<file path="config.mk">
export PLATFORM = sky130hd
export DESIGN_NAME = fp_narrow_pack
export DESIGN_NICKNAME = d
export VERILOG_FILES = /design/src/rtl/fp_narrow_pack.sv
export SDC_FILE = /design/constraint.sdc
export NUM_CORES = 1
export LEC_CHECK = 0
export ABC_AREA = 1
export BUFFER_PORTS_ARGS = -buffer_cell sky130_fd_sc_hd__buf_2
export CELL_PAD_IN_SITES_DETAIL_PLACEMENT = 0
export CELL_PAD_IN_SITES_GLOBAL_PLACEMENT = 1
export CORE_MARGIN = 5
export CORE_UTILIZATION = 34
export DETAILED_ROUTE_END_ITERATION = 6
export GPL_TIMING_DRIVEN = 1
export PLACE_DENSITY_LB_ADDON = 0.15
export SETUP_SLACK_MARGIN = 0.4
export SLEW_MARGIN = 5
export SYNTH_ARGS = -nofsm -noshare
export SYNTH_HDL_FRONTEND = slang
export SYNTH_SLANG_ARGS = --single-unit
</file>
<file path="constraint.sdc">
create_clock -name clock -period 2.1 [get_ports clock]
set_input_delay 0.21 -clock clock [delete_from_list [all_inputs] [get_ports clock]]
set_output_delay 0.21 -clock clock [all_outputs]
set_load 0.1 [all_outputs]
</file>
<file path="src/rtl/fp_narrow_pack.sv">
// fp_narrow_pack: narrows an 8e/23m float to 5e/10m half storage through a
// two-stage valid/ready pipeline (classify+truncate, then round+pack).
module fp_narrow_pack #(
    parameter int ROUND_MODE = 0
) (
    input  logic        clock,
    input  logic        resetn,
    input  logic        in_valid,
    output logic        in_ready,
    input  logic [31:0] in_data,
    output logic        out_valid,
    input  logic        out_ready,
    output logic [15:0] out_data,
    output logic        out_ovf,
    output logic        out_unf,
    output logic        out_inexact
);
    localparam logic [2:0] C_NORMAL  = 3'd0;
    localparam logic [2:0] C_SPECIAL = 3'd1;
    localparam logic [2:0] C_OVER    = 3'd2;
    localparam logic [2:0] C_UNDER   = 3'd3;
    localparam logic [2:0] C_ZERO    = 3'd4;

    logic       en1, en2;
    logic       s1_valid, s1_sign, s1_nan, s1_inc, s1_inexact;
    logic [2:0] s1_cls;
    logic [4:0] s1_e5;
    logic [9:0] s1_m10;

    assign en2      = !out_valid || out_ready;
    assign en1      = !s1_valid || en2;
    assign in_ready = en1;

    logic [7:0]  e;
    logic [22:0] m;
    logic        guard, sticky, m_nz;
    logic [2:0]  cls_d;
    logic        inc_d, inexact_d;
    logic [4:0]  e5_d;

    always_comb begin
        e         = in_data[30:23];
        m         = in_data[22:0];
        guard     = m[12];
        sticky    = |m[11:0];
        m_nz      = |m;
        cls_d     = e == 8'hFF   ? C_SPECIAL :
                    e == 8'h00   ? C_ZERO    :
                    e <= 8'd112  ? C_UNDER   :
                    e >= 8'd143  ? C_OVER    : C_NORMAL;
        // 112 mod 32 is 16, so the low five bits of e-112 equal e[4:0]-16
        e5_d      = e[4:0] - 5'd16;
        inc_d     = (ROUND_MODE == 0) && guard && (sticky || m[13]);
        inexact_d = cls_d == C_NORMAL ? (guard || sticky) :
                    cls_d == C_ZERO   ? m_nz :
                    (cls_d == C_UNDER || cls_d == C_OVER);
    end

    always_ff @(posedge clock or negedge resetn) begin
        if (!resetn) begin
            s1_valid   <= 1'b0;
            s1_sign    <= 1'b0;
            s1_cls     <= C_NORMAL;
            s1_nan     <= 1'b0;
            s1_e5      <= 5'd0;
            s1_m10     <= 10'd0;
            s1_inc     <= 1'b0;
            s1_inexact <= 1'b0;
        end else if (en1) begin
            s1_valid   <= in_valid;
            s1_sign    <= in_data[31];
            s1_cls     <= cls_d;
            s1_nan     <= m_nz;
            s1_e5      <= e5_d;
            s1_m10     <= m[22:13];
            s1_inc     <= inc_d;
            s1_inexact <= inexact_d;
        end
    end

    logic        carry, norm_inf;
    logic [9:0]  m_rnd;
    logic [4:0]  e_rnd;
    logic [15:0] data_d;
    logic        ovf_d, unf_d;

    always_comb begin
        {carry, m_rnd} = {1'b0, s1_m10} + {10'd0, s1_inc};
        e_rnd          = s1_e5 + {4'd0, carry};
        norm_inf       = e_rnd == 5'd31;
        data_d         = s1_cls == C_NORMAL  ? (norm_inf ? {s1_sign, 5'h1F, 10'h000} : {s1_sign, e_rnd, m_rnd}) :
                         s1_cls == C_SPECIAL ? {s1_sign, 5'h1F, s1_nan ? 10'h200 : 10'h000} :
                         s1_cls == C_OVER    ? {s1_sign, 5'h1F, 10'h000} : {s1_sign, 15'h0000};
        ovf_d          = (s1_cls == C_NORMAL && norm_inf) || s1_cls == C_OVER;
        unf_d          = s1_cls == C_UNDER;
    end

    always_ff @(posedge clock or negedge resetn) begin
        if (!resetn) begin
            out_valid   <= 1'b0;
            out_data    <= 16'h0000;
            out_ovf     <= 1'b0;
            out_unf     <= 1'b0;
            out_inexact <= 1'b0;
        end else if (en2) begin
            out_valid <= s1_valid;
            if (s1_valid) begin
                out_data    <= data_d;
                out_ovf     <= ovf_d;
                out_unf     <= unf_d;
                out_inexact <= s1_inexact;
            end
        end
    end
endmodule

</file>
# Yosys cells after proc, flatten, opt, wreduce, memory -nomap -nowiden
# Cells that the tools add are included.
# op_classes
addsub,3
multipliers,0
div,0
magnitude_cmp,2
eq_ne,8
n_shift,0
mux,11
n_bitwise,0
n_reduce_logical,16
# ops
operator,n
$mux 15,4
$reduce_or 23->1,1
$eq 3x2->1 const B,4
$reduce_or 12->1,1
$add 10x1->11,1
$mux 10,1
$eq 8x8->1 const B,1
$ge 8x8->1 const B,1
$le 8x7->1 const B,1
$logic_not 8->1,1
$logic_not 3->1,2
$logic_or 1x1->1,6
$mux 3,2
$add 5x1->5,1
$eq 5x5->1 const B,1
$sub 5x5->5 const B,1
$mux 2,2
$eq 3x1->1 const B,1
$eq 3x3->1 const B,1
$logic_and 1x1->1,2
$logic_not 1->1,2
$mux 1,2
$reduce_and 2->1,1
# totals
regBits,43
latch_bits,0
ramBits,0
mem_bits_ro,0
out_inout_bits,21
elab_cells,53
memories,0

# Longest topological paths before layout
# logic_depth
word_depth,9
depth_mapped,16
ltp_nobuf,16

# Worst setup path after synthesis
# Ideal clock, no wire load.
# synth_timing
path_kind,reg-to-reg
from,register s1_inc
to,register out_data[0]
setup_ns,0.122
t_arrival_ns,1.994
required_ns,1.978
path_slack_ns,-0.016
path_stages_with_launch,14
n_path_buf,0
path_cell_list,dfrtp_1 ha_1 ha_1 nand3_2 nor2_4 nand3_1 nor2_1 ha_1 ha_1 nand2_1 nor2_4 nand3_4 nand3_4 o21ai_2
# synth_via
elab_chain_len,5
# synth_lines
element,line_no,source
from (decl),25,"logic s1_valid, s1_sign, s1_nan, s1_inc, s1_inexact;"
from (signal assigned),76,s1_inc <= inc_d;
$add 10x1->11 *,88,"{carry, m_rnd} = {1'b0, s1_m10} + {10'd0, s1_inc};"
$add 5x1->5,89,"e_rnd = s1_e5 + {4'd0, carry};"
$eq 5x5->1,90,norm_inf = e_rnd == 5'd31;
$mux 15 * (2 in a row),91,"data_d = s1_cls == C_NORMAL ? (norm_inf ? {s1_sign, 5'h1F, 10'h000} : {s1_sign, e_rnd, m_rnd}) :"
to (signal assigned),108,out_data <= data_d;
to (decl),13,"output logic [15:0] out_data,"
# Every way passes the cells marked *; elsewhere a longest branch is shown, timed or not.
# A chain may end at the register's enable or synchronous reset.

# Worst setup path in the final report
# layout_timing
from,register s1_inc
to,register out_data[1]
# Same word-level chain as after synthesis.

==> results.toml <==
[detailed_routing]
wire_per_inst_microns = 12.0
vias = 2023
drt_iter0_drc = 59
wl_mm = 5.41
dr.pass1.iters = 4
ant_nets = 0
post-route-drc-count = 0
avgViaCountPerCell = 4.49

[synthesis]
yosys_warnings = 0
syn_area_per_cell_sq_um = 7.86
ys_ff_latch = 43
synth_edf_count = 0
synth_area_sq_um = 2290
yosysSeqAreaShare_pct = 47.0
syn_inst = 291
ys.flop_type = "dfrtp_1"
synth_cell_types = 28
async_flop_share_pct = 100
synth_nets = 331

[clock_network]
cts.clk_slew.worst_paths_ps = 80
cts-root-buf = "clkbuf_8"
cts_tree = "done"
clkSinkCount = 43
cts-htree-levels = 2
numCtsBuffers = 5
insertion_delay_ps = 290
clock_path_buffers = 2

[timing]
fin_setup_tns_ps = 0
max_freq_ghz = 0.482
finalCritPeriodShare_pct = 98.7
final-setup-viol-count = 0
slew_violations = 0
tightest_slew_ps = 543
hold_viol = 0
fin_worst_skew_ps = 8.93
holdWs_ps = 108
rsz0062_at_grt = "true"
slew_headroom_pct = 63.8
min_period_ps = 2070

[cells_and_area]
mostFrequentLayoutCells = "92 x nand2_1, 56 x buf_2, 42 x dfrtp_1"
multi_input_area_sq_um = 1160
drive_above_1_share_pct = 35.0
final_net_count = 410
final_common_cell = "nand2_1"
ff_latch_area_sq_um = 1080
num_antenna_cells = 0
fillCellCount = 713
area_delta_synth_final_pct = 33.0

[setup_path]
slowest_delay_ps = 400
reg2reg_slack_ps = 30
r2r-start = "s1_inc$_DFFE_PN0P_"
critical-path-top-cell-by-count = "ha_4"
cp_max_fo = 5
cp-start-kind = "register"
cp.required_ps = 2290
reg2regPathDepth = 15
worstPathArrival_ps = 2260
critPathSlowestCell = "dfrtp_1"
worstPathCellList = "ha_4, ha_4, nand3_4, nor2_4, nand3_2, nor2_4, ha_4, ha_4, inv_2, nand2_2, nand2_2, nor2_4, nand3_4, nand3_4, o21ai_2"
timing.rr.end = "out_data[1]$_DFFE_PN0P_"
end_kind = "register"
crit_type = "register to register"

[grt]
grt_max_degree = 44
grt_pass1_wl_mm = 9.45
grt_antenna_before_repair = 0
grt_pass1_vias = 1995
grtUsageTotal_pct = 13.7
gr-total-overflow = 0

[floorplan]
coreArea_sq_um = 6680
die_x_microns = 92.0
ios = 57
dieArea_sq_um = 8470
rows = 30
die_h_microns = 92.0
start_util_pct = 34.3

[place]
routabilityCongestion = 0.755
portBuffers = 56
dpl.hpwl_mm = 4.04

[hold_path]
min_path_cells = 2
hold_end = "s1_valid$_DFFE_PN0P_"
hp-start = "in_valid"
hold_path_class = "input port to register"

[flow_run]
max-cap-violations = 0

[power_and_ir_drop]
power_density_nw_per_um2 = 884
max-vdd-ir-drop_mv = 0.286
p_leak_uw = 0.00158

[run_status]
status = "complete, no violations"
[kinds of logic (layout without fill, tap and decap cells)]
kind of cell / after synthesis / count (layout) / synth area share (%)
AND/OR/NAND/NOR: 163 / 164 / 32.0
flip-flops: 43 / 43 / 47.0
buffers and inverters: 43 / 122 / 7.54
AO/OA/AOI/OAI: 34 / 34 / 9.73
adder cells (fa/ha/maj): 4 / 4 / 2.19
XOR/XNOR: 4 / 4 / 1.53
[how the worst max path moves through the flow]
| stage | startpoint | end | slack [ps] | cells after the start |
|---|---|---|---|---|
| floorplan | s1_m10[0]$_DFFE_PN0P_ | out_data[0]$_DFFE_PN0P_ | 10 | 15 |
| detailed placement | s1_inc$_DFFE_PN0P_ | out_data[0]$_DFFE_PN0P_ | -210 | 14 |
| global placement | s1_m10[0]$_DFFE_PN0P_ | out_data[3]$_DFFE_PN0P_ | -110 | 15 |
| CTS | s1_inc$_DFFE_PN0P_ | out_data[2]$_DFFE_PN0P_ | -10 | 15 |
| global route | s1_inc$_DFFE_PN0P_ | out_data[1]$_DFFE_PN0P_ | -70 | 14 |
| finish | s1_inc$_DFFE_PN0P_ | out_data[1]$_DFFE_PN0P_ | 30 | 15 |
[per-stage QoR]
stage	util (%)	area [sq um]	total power, uW	std cells	setup WS [ps]
CTS	44.5	2970	2700	447	-10.1
global route	45.5	3040	2830	451	-73.5
detailed placement	41.3	2760	2000	432	-211
finish	45.5	3040	2690	451	26.6
floorplan	-	2330	1780	291	9.58
global placement	41.3	2760	1990	432	-110
[per-layer routing]
layer | share of wire [%] | track usage, % | up-vias | wire (microns)
li1 | - | - | 1068 | -
met1 | 48 | 18.6 | 899 | 2620
met2 | 45 | 21.7 | 50 | 2440
met3 | 5.0 | 3.12 | 6 | 271
met4 | 1.3 | 4.46 | 0 | 70
met5 | 0 | 0 | - | 0
[sequential cells by signal (all words and copies together) (netlist names)]
register     cells
s1_nan           1
s1_e5            5
out_unf          1
out_data        16
s1_valid         1
s1_cls           3
out_inexact      1
out_valid        1
s1_inc           1
s1_sign          1
s1_m10          10
s1_inexact       1
out_ovf          1
[where the power goes]
part | internal [uW] | switching [uW] | total [uW]
combinational | 227 | 780 | 1010
clock | 385 | 284 | 669
sequential | 938 | 74.3 | 1010
total | 1550 | 1140 | 2690
[layout make-up]
| class | count | share of cell area [%] |
|---|---|---|
| Clock buffer | 6 | 2.71 |
| Clock inverter | 2 | 1.15 |
| Inverter | 37 | 4.61 |
| Multi-Input combinational cell | 206 | 38.1 |
| Sequential cell | 43 | 35.4 |
| Tap cell | 80 | 3.29 |
| Timing Repair Buffer | 77 | 14.7 |
[synthesized netlist by cell type, types with 2 or more instances]
| master | count | area (sq um) |
|---|---|---|
| o21ai_2 | 10 | 87.6 |
| dfrtp_1 | 43 | 1080 |
| ha_1 | 4 | 50.1 |
| o21ai_1 | 3 | 15.0 |
| o21ai_0 | 15 | 75.1 |
| xor2_1 | 3 | 26.3 |
| nor2_1 | 27 | 101 |
| nand2_1 | 97 | 364 |
| a21oi_1 | 2 | 10.0 |
| nand2_2 | 6 | 37.5 |
| nor2_4 | 4 | 45.0 |
| inv_1 | 34 | 128 |
| inv_2 | 2 | 7.51 |
| nand3_4 | 2 | 35.0 |
| nand4_1 | 3 | 18.8 |
| nand3_1 | 20 | 100 |
| buf_2 | 5 | 25.0 |
[worst max-delay path: cells and delay by family (launching register included)]
kind	cells	cell delay [ps]
adders and majority gates	4	590
DFF	1	400
AOI/OAI and AO/OA	1	70
buffers and inverters	1	30
and+or+nand+nor	9	850
[timing repair]
item,4_1_cts,5_1_grt
hold buffers,1,0
resized for setup,7,9
pin swaps,9,3
hold endpoints to repair,7,0
endpoints found under the setup margin,16,15
setup buffers,5,4
gates cloned,1,0
Note: power is estimated with default switching activity, not from simulation.
